## config.mk

```make
export PLATFORM = sky130hd
export DESIGN_NAME = ps2_note_decoder
export DESIGN_NICKNAME = d
export VERILOG_FILES = /design/src/rtl/ps2_note_decoder.sv
export SDC_FILE = /design/constraint.sdc
export NUM_CORES = 1
export LEC_CHECK = 0
export BUFFER_PORTS_ARGS = -buffer_cell sky130_fd_sc_hd__buf_2
export CORE_UTILIZATION = 48
export DETAILED_ROUTE_END_ITERATION = 10
export GPL_TIMING_DRIVEN = 1
export PLACE_DENSITY = 0.75
export SLEW_MARGIN = 0
export SYNTH_ARGS = -nofsm -noshare
export SYNTH_HDL_FRONTEND = slang
export SYNTH_SLANG_ARGS = --single-unit
```

## constraint.sdc

```tcl
create_clock -name clk -period 2.1 [get_ports clk]
set_input_delay 0.42 -clock clk [delete_from_list [all_inputs] [get_ports clk]]
set_output_delay 0.42 -clock clk [all_outputs]
set_load 0.02 [all_outputs]
```

## src/rtl/ps2_note_decoder.sv

```systemverilog
// PS/2 set-2 scan-code stream to note/octave/play decoder with prefix FSM and saturating octave.
// Optional sustain pedal input enabled by defining PS2_NOTE_DEC_SUSTAIN_EN.
module ps2_note_decoder #(
    parameter int OCT_RESET = 4,
    parameter int OCT_MAX   = 6
) (
    input  logic       clk,
    input  logic       reset,
    input  logic [7:0] code,
    input  logic       code_valid,
`ifdef PS2_NOTE_DEC_SUSTAIN_EN
    input  logic       sustain,
`endif
    output logic [3:0] note,
    output logic [2:0] octave,
    output logic       play,
    output logic       note_change
);

    localparam logic [3:0] NOTE_NULL = 4'd15;
    localparam logic [2:0] OCT_TOP   = 3'(OCT_MAX);
    localparam logic [2:0] OCT_INIT  = 3'(OCT_RESET);

    typedef enum logic [1:0] {IDLE, EXT, BRK, EXT_BRK} state_t;

    state_t     state, nxt_state;
    logic [7:0] code_p0;
    logic       vld_p0;
    logic       cur_held, up_held, dn_held;
    logic       nxt_cur, nxt_up, nxt_dn, nxt_play;
    logic [3:0] nxt_note;
    logic [2:0] nxt_oct;
    logic [4:0] key;
    logic       sus_on, sus_fall;

    // {hit, note} for the 12-key piano row
    function automatic logic [4:0] map_key(input logic [7:0] c);
        case (c)
            8'h33: map_key = {1'b1, 4'd0};
            8'h3C: map_key = {1'b1, 4'd1};
            8'h3B: map_key = {1'b1, 4'd2};
            8'h1C: map_key = {1'b1, 4'd3};
            8'h1D: map_key = {1'b1, 4'd4};
            8'h1B: map_key = {1'b1, 4'd5};
            8'h24: map_key = {1'b1, 4'd6};
            8'h23: map_key = {1'b1, 4'd7};
            8'h2B: map_key = {1'b1, 4'd8};
            8'h2C: map_key = {1'b1, 4'd9};
            8'h34: map_key = {1'b1, 4'd10};
            8'h35: map_key = {1'b1, 4'd11};
            default: map_key = {1'b0, NOTE_NULL};
        endcase
    endfunction

    function automatic logic [2:0] sat_step(input logic [2:0] o, input logic up);
        if (up)
            sat_step = (o >= OCT_TOP) ? OCT_TOP : o + 3'd1;
        else
            sat_step = (o == 3'd0) ? 3'd0 : o - 3'd1;
    endfunction

`ifdef PS2_NOTE_DEC_SUSTAIN_EN
    logic sustain_p0, sustain_p1;
    assign sus_on   = sustain_p0;
    assign sus_fall = sustain_p1 & ~sustain_p0;
`else
    assign sus_on   = 1'b0;
    assign sus_fall = 1'b0;
`endif

    assign key = map_key(code_p0);

    always_comb begin
        nxt_state = state;
        nxt_note  = note;
        nxt_play  = play;
        nxt_cur   = cur_held;
        nxt_up    = up_held;
        nxt_dn    = dn_held;
        nxt_oct   = octave;
        if (sus_fall && !cur_held && play) begin
            nxt_play = 1'b0;
            nxt_note = NOTE_NULL;
        end
        if (vld_p0) begin
            nxt_state = IDLE;
            case (state)
                IDLE: begin
                    if (code_p0 == 8'hE0)
                        nxt_state = EXT;
                    else if (code_p0 == 8'hF0)
                        nxt_state = BRK;
                    else if (code_p0 == 8'h22) begin
                        nxt_up = 1'b1;
                        if (!up_held) nxt_oct = sat_step(octave, 1'b1);
                    end else if (code_p0 == 8'h1A) begin
                        nxt_dn = 1'b1;
                        if (!dn_held) nxt_oct = sat_step(octave, 1'b0);
                    end else if (key[4]) begin
                        nxt_note = key[3:0];
                        nxt_play = 1'b1;
                        nxt_cur  = 1'b1;
                    end
                end
                BRK: begin
                    if (code_p0 == 8'h22)
                        nxt_up = 1'b0;
                    else if (code_p0 == 8'h1A)
                        nxt_dn = 1'b0;
                    else if (key[4] && key[3:0] == note && play) begin
                        nxt_cur = 1'b0;
                        // Pedal down keeps the note ringing until its release
                        if (!sus_on) begin
                            nxt_play = 1'b0;
                            nxt_note = NOTE_NULL;
                        end
                    end
                end
                EXT: if (code_p0 == 8'hF0) nxt_state = EXT_BRK;
                default: nxt_state = IDLE;
            endcase
        end
    end

    // p0: input capture
    always_ff @(posedge clk or posedge reset) begin
        if (reset) begin
            code_p0 <= 8'h00;
            vld_p0  <= 1'b0;
`ifdef PS2_NOTE_DEC_SUSTAIN_EN
            sustain_p0 <= 1'b0;
            sustain_p1 <= 1'b0;
`endif
        end else begin
            code_p0 <= code;
            vld_p0  <= code_valid;
`ifdef PS2_NOTE_DEC_SUSTAIN_EN
            sustain_p0 <= sustain;
            sustain_p1 <= sustain_p0;
`endif
        end
    end

    // p1: decoded state and outputs
    always_ff @(posedge clk or posedge reset) begin
        if (reset) begin
            state       <= IDLE;
            note        <= NOTE_NULL;
            octave      <= OCT_INIT;
            play        <= 1'b0;
            note_change <= 1'b0;
            cur_held    <= 1'b0;
            up_held     <= 1'b0;
            dn_held     <= 1'b0;
        end else begin
            state       <= nxt_state;
            note        <= nxt_note;
            octave      <= nxt_oct;
            play        <= nxt_play;
            note_change <= (nxt_note != note) || (nxt_play != play);
            cur_held    <= nxt_cur;
            up_held     <= nxt_up;
            dn_held     <= nxt_dn;
        end
    end

endmodule

```

After elaboration in Yosys (flattened, before gate mapping)

Index checks and enable logic that the tools add are counted.
Widths: inputs -> output; s select.

Word-level logic and storage cells: 98
Bits in registers: 22
Input port bits: 11

Muxes and demuxes: 43
$add $sub $neg: 2
Reduce and logical (&&, ||, !) cells: 10
Equality and inequality tests: 31
Order comparisons: 1
Bitwise gates (word level): 2

Operator list:

| operator            | count |
|---|---|
| $eq 8x6->1 const B  | 10 |
| $pmux 5 s12         | 1 |
| $mux 4              | 9 |
| $eq 8x5->1 const B  | 4 |
| $mux 1              | 19 |
| $mux 3              | 6 |
| $ne 2x2->1 const B  | 9 |
| $eq 8x8->1 const B  | 2 |
| $pmux 4 s2          | 1 |
| $reduce_and 8->1    | 1 |
| $reduce_and 7->1    | 1 |
| $mux 2              | 3 |
| $pmux 1 s2          | 3 |
| $reduce_and 6->1    | 1 |
| $eq 4x4->1          | 1 |
| $ne 4x4->1          | 1 |
| $pmux 2 s2          | 1 |
| $reduce_bool 2->1   | 2 |
| $add 3x1->3 const B | 1 |
| $ge 3x3->1 const B  | 1 |
| $logic_not 3->1     | 1 |
| $sub 3x1->3 const B | 1 |
| $eq 2x1->1 const B  | 1 |
| $eq 2x2->1 const B  | 1 |
| 6 further kinds     | 8 |

Logic depth before layout (Yosys ltp)

Depth in word-level cells: 12
Depth in mapped cells: 9
Depth with buffers taken out: 7

Worst setup path after synthesis

Ideal clock, no wire load.

Path kind: register to register
From: register code_p0[0]
To: register note[0]
Arrival time: 2.124 ns
Setup time: 0.082 ns
Buffers on the path: 0
Path slack: -0.106 ns
Required time: 2.018 ns
Cell stages (with the launch flop): 8
Cell sequence: dfrtp_1 -> or3b_2 -> or2_2 -> and2_4 -> nand2_4 -> mux2_4 -> mux2_4 -> o21bai_1

Cells in the longest elaborated chain, start to end: 10

RTL lines:

| what                                            | line | source |
|---|---|---|
| start, declared                                 | 27   | `logic [7:0] code_p0;` |
| start signal, assigned                          | 135  | `code_p0 <= code;` |
| $eq 8x6->1 / $eq 8x5->1 (equally long branches) | 38   | `case (c)` |
| $pmux 5 s12                                     | 38   |  |
| $eq 4x4->1                                      | 110  | `else if (key[4] && key[3:0] == note && play) begin` |
| $logic_and 1x1->1 (2 in a row)                  | 110  |  |
| $mux 4                                          | 110  |  |
| $mux 4                                          | 108  | `else if (code_p0 == 8'h1A)` |
| $mux 4                                          | 106  | `if (code_p0 == 8'h22)` |
| $pmux 4 s2 *                                    | 87   | `case (state)` |
| $mux 4 *                                        | 85   | `if (vld_p0) begin` |
| net nxt_note[0]                                 | 31   | `logic [3:0] nxt_note;` |
| end signal, assigned                            | 157  | `note <= nxt_note;` |
| end, declared                                   | 14   | `output logic [3:0] note,` |

The timed path passes the listed nets; every way through them passes the cells marked *.
A chain may end at the register's enable or synchronous reset.

Worst setup path after layout

Same ends and word-level chain as after synthesis.

==> reports/results.ini <==
[grt]
antenna_found_initial=0
grt_max_degree=23
grt_pass1_vias=1507
grt_pass1_wl_um=6760
grt_usage_pct=25.4
grt.overflow.total=0

[power]
switchingPower_w=0.000333
vdd_drop_max_uv=322
swShare_pct=32.5
power_density_mw_per_mm2=475
p_leak_nw=0.947
pwr-share-comb_pct=26.8
internal-power_w=0.000692
p_clk_share_pct=24.5
seqPwrFrac_pct=48.7

[placed_design]
placed_cells=257
dpl.hpwl_um=2870
globalplace.congestion=0.912
dp_slack_ns=-0.105
port_buffers=19
place_area_mm2=0.00193

[outcome]
status=complete, but fails checks
violations=setup timing

[drt]
vias=1550
drtPass1Iterations=4
drt_iter0_drc=64
viasPerCell=5.74
post_drt_wl_per_cell_um=16.0
drc_errors=0
antenna_left=0
routed_wirelength_um=4320

[clock_tree]
cts_max_path_buffers=2
clock-sinks=22
cts_made_buffers=3
cts.htree.levels=1
tritoncts=done
clk_latency_ns=0.33
postCtsHoldBufs=0
root_buffer=clkbuf_4
cts.clk_slew.worst_paths_ns=0.13

[synth]
synth_fa_ha_area_share_pct=3.88
synthTopCellsByCount=dfrtp_1 (17), inv_1 (14), nand2_1 (13)
synth_most_common_cell=dfrtp_1
avgSynthCellArea_um2=9.22
synth-edff-count=0
synthSimpleGateAreaFrac_pct=30.4
yosys_warnings=0
synth_top_area_cell=dfrtp_1
synth.distinct_cells=64
netlist_instances=175
synth_compound_area_share_pct=21.4
synth_top_cell_area_share_pct=26.4
synth_top_family_by_area=simple AND/OR/NAND/NOR gates
synth-xor-area-share_pct=0.543
ys.flop_type=dfrtp_1
ys_seq_area_share_pct=34.5
synth_nets=191
synth_area_leaders=dfrtp_1 (26%), dfstp_2 (8.1%), ha_1 (3.9%)
muxShareOfSynthArea_pct=3.18
ys_ff_latch=22
synth.cell_area_mm2=0.00161
postSynth.asyncResetShare_pct=100

[final_layout]
final_layout_size_suffix_gt1_share_pct=46.5
syn2layout_area_growth_pct=33.8
nFillCells=249
antenna_cells=0
final_cell_area_mm2=0.00216
final_cells=270
fin_nets=243

[timing]
worst_pin_slew_ns=0.548
hold_violations=0
post-route-min-period_ns=2.20
max_freq_mhz=455
finalMaxSlewViolations=0
tns_ns=-0.504
holdWs_ns=0.116
setup_viol=9
finalCritPeriodShare_pct=105
setup_slack_ns=-0.0987
rsz0062_at_grt=true
clock_skew_ns=0.00537
max-slew-margin-rel_pct=63.5

[worst_setup_path]
endpoint_kind=register
max_stage_delay_ns=0.45
crit_path_frequent_cell=mux2_4
worstSetupPathType=reg -> reg
worstSetupStartpointType=register
path_max_fanout=8
arrival_ns=2.47
critPathSlowestCell=dfrtp_1
critPathRequiredTime_ns=2.37
path_cells=buf_4 -> nor4b_1 -> o211ai_1 -> and2_4 -> nand2_4 -> mux2_4 -> mux2_4 -> o21bai_1

[floorplanning]
die_area_mm2=0.00360
core_mm2=0.00313
chipWidth_um=60.0
rows=20
start_util_pct=51.6
die_h_um=60.0
io_pins=20

[run]
max-cap-violations=0

[worst_hold_path]
hold_class=in -> async

-- worst max-delay path, delay by kind of cell (launching register included) --
kind / cells / cell delay [ns]
compound gates: 2 / 0.35
buf+inv: 1 / 0.19
flops: 1 / 0.45
mux: 2 / 0.55
simple gates: 3 / 0.60
-- logic make-up after synthesis --
group           Yosys count
compound gates           48
simple gates             73
xor+xnor                  1
fa+ha+maj                 5
mux                       4
flops                    22
buf+inv                  22
-- flip-flops by register name, summed over array words and instances (netlist names) --
signal       count
note             4
play             1
code_p0          8
dn_held          1
up_held          1
note_change      1
state            2
octave           3
vld_p0           1
-- per-stage QoR --
stage / util [%] / total power (W)
detailed placement: 61.6 / 0.000741
global route: 69.0 / 0.00108
CTS: 66.2 / 0.00101
finish: 69.0 / 0.00103
global placement: 61.6 / 0.000728
floorplan: - / 0.000656
-- repair_timing --
action	CTS	global route
resized for setup	12	19
pin swaps	0	5
buffers inserted	7	2
endpoints found under the setup margin	9	9
gates cloned	0	0
-- cells in the final DEF, fill, tap and decap left out, types with 3 or more instances in the layout --
| master | n |
|---|---|
| buf_4 | 33 |
| buf_2 | 19 |
| inv_1 | 14 |
| nand2_1 | 12 |
| dfrtp_1 | 12 |
| nor2_1 | 11 |
| a21oi_1 | 11 |
| a31oi_1 | 5 |
| o21ai_0 | 5 |
| ha_1 | 5 |
| dfrtp_2 | 5 |
| dfstp_2 | 5 |
| nor3b_1 | 4 |
| nor2b_1 | 3 |
| nand3_1 | 3 |
| o211ai_1 | 3 |
| o22ai_1 | 3 |
| mux2_4 | 3 |
| clkbuf_4 | 3 |
-- metal layers --
| metal | share of wire, % | global-route usage, % |
|---|---|---|
| met3 | 2.8 | 3.68 |
| met5 | 0 | 0 |
| met4 | 1.3 | 11.0 |
| met1 | 42 | 28.5 |
| met2 | 54 | 47.1 |
-- power groups by stage --
stage | sequential [W] | clock, W | combinational (W)
global placement | 0.000501 | 0 | 0.000226
CTS | 0.000496 | 0.000258 | 0.000255
detailed placement | 0.000504 | 0 | 0.000237
floorplan | 0.000515 | 0 | 0.000141
global route | 0.000504 | 0.000274 | 0.000299
finish | 0.000499 | 0.000251 | 0.000275
-- cell type report --
class	count	area, µm²	share of cell area (%)
Multi-Input combinational cell	131	1070	49.4
Sequential cell	22	563	26.1
Timing Repair Buffer	55	385	17.8
Tap cell	44	55.1	2.55
Inverter	14	52.6	2.43
Clock buffer	4	36.3	1.68
-- path summary, 6_finish.rpt --
check | start | end | slack (ns) | cells after the start
worst max-delay path | code_p0[0] | note[0] | -0.1 | 8
worst min-delay path | reset | vld_p0 | 0.12 | 3
worst max register to register | code_p0[0] | note[0] | -0.1 | 8
worst min register to register | vld_p0 | state[1] | 0.53 | 1
max in group asynchronous | reset | note[2] | 1.70 | 3
min in group clk | code_valid | vld_p0 | 0.19 | 1
(Power assumes the default switching activity.)
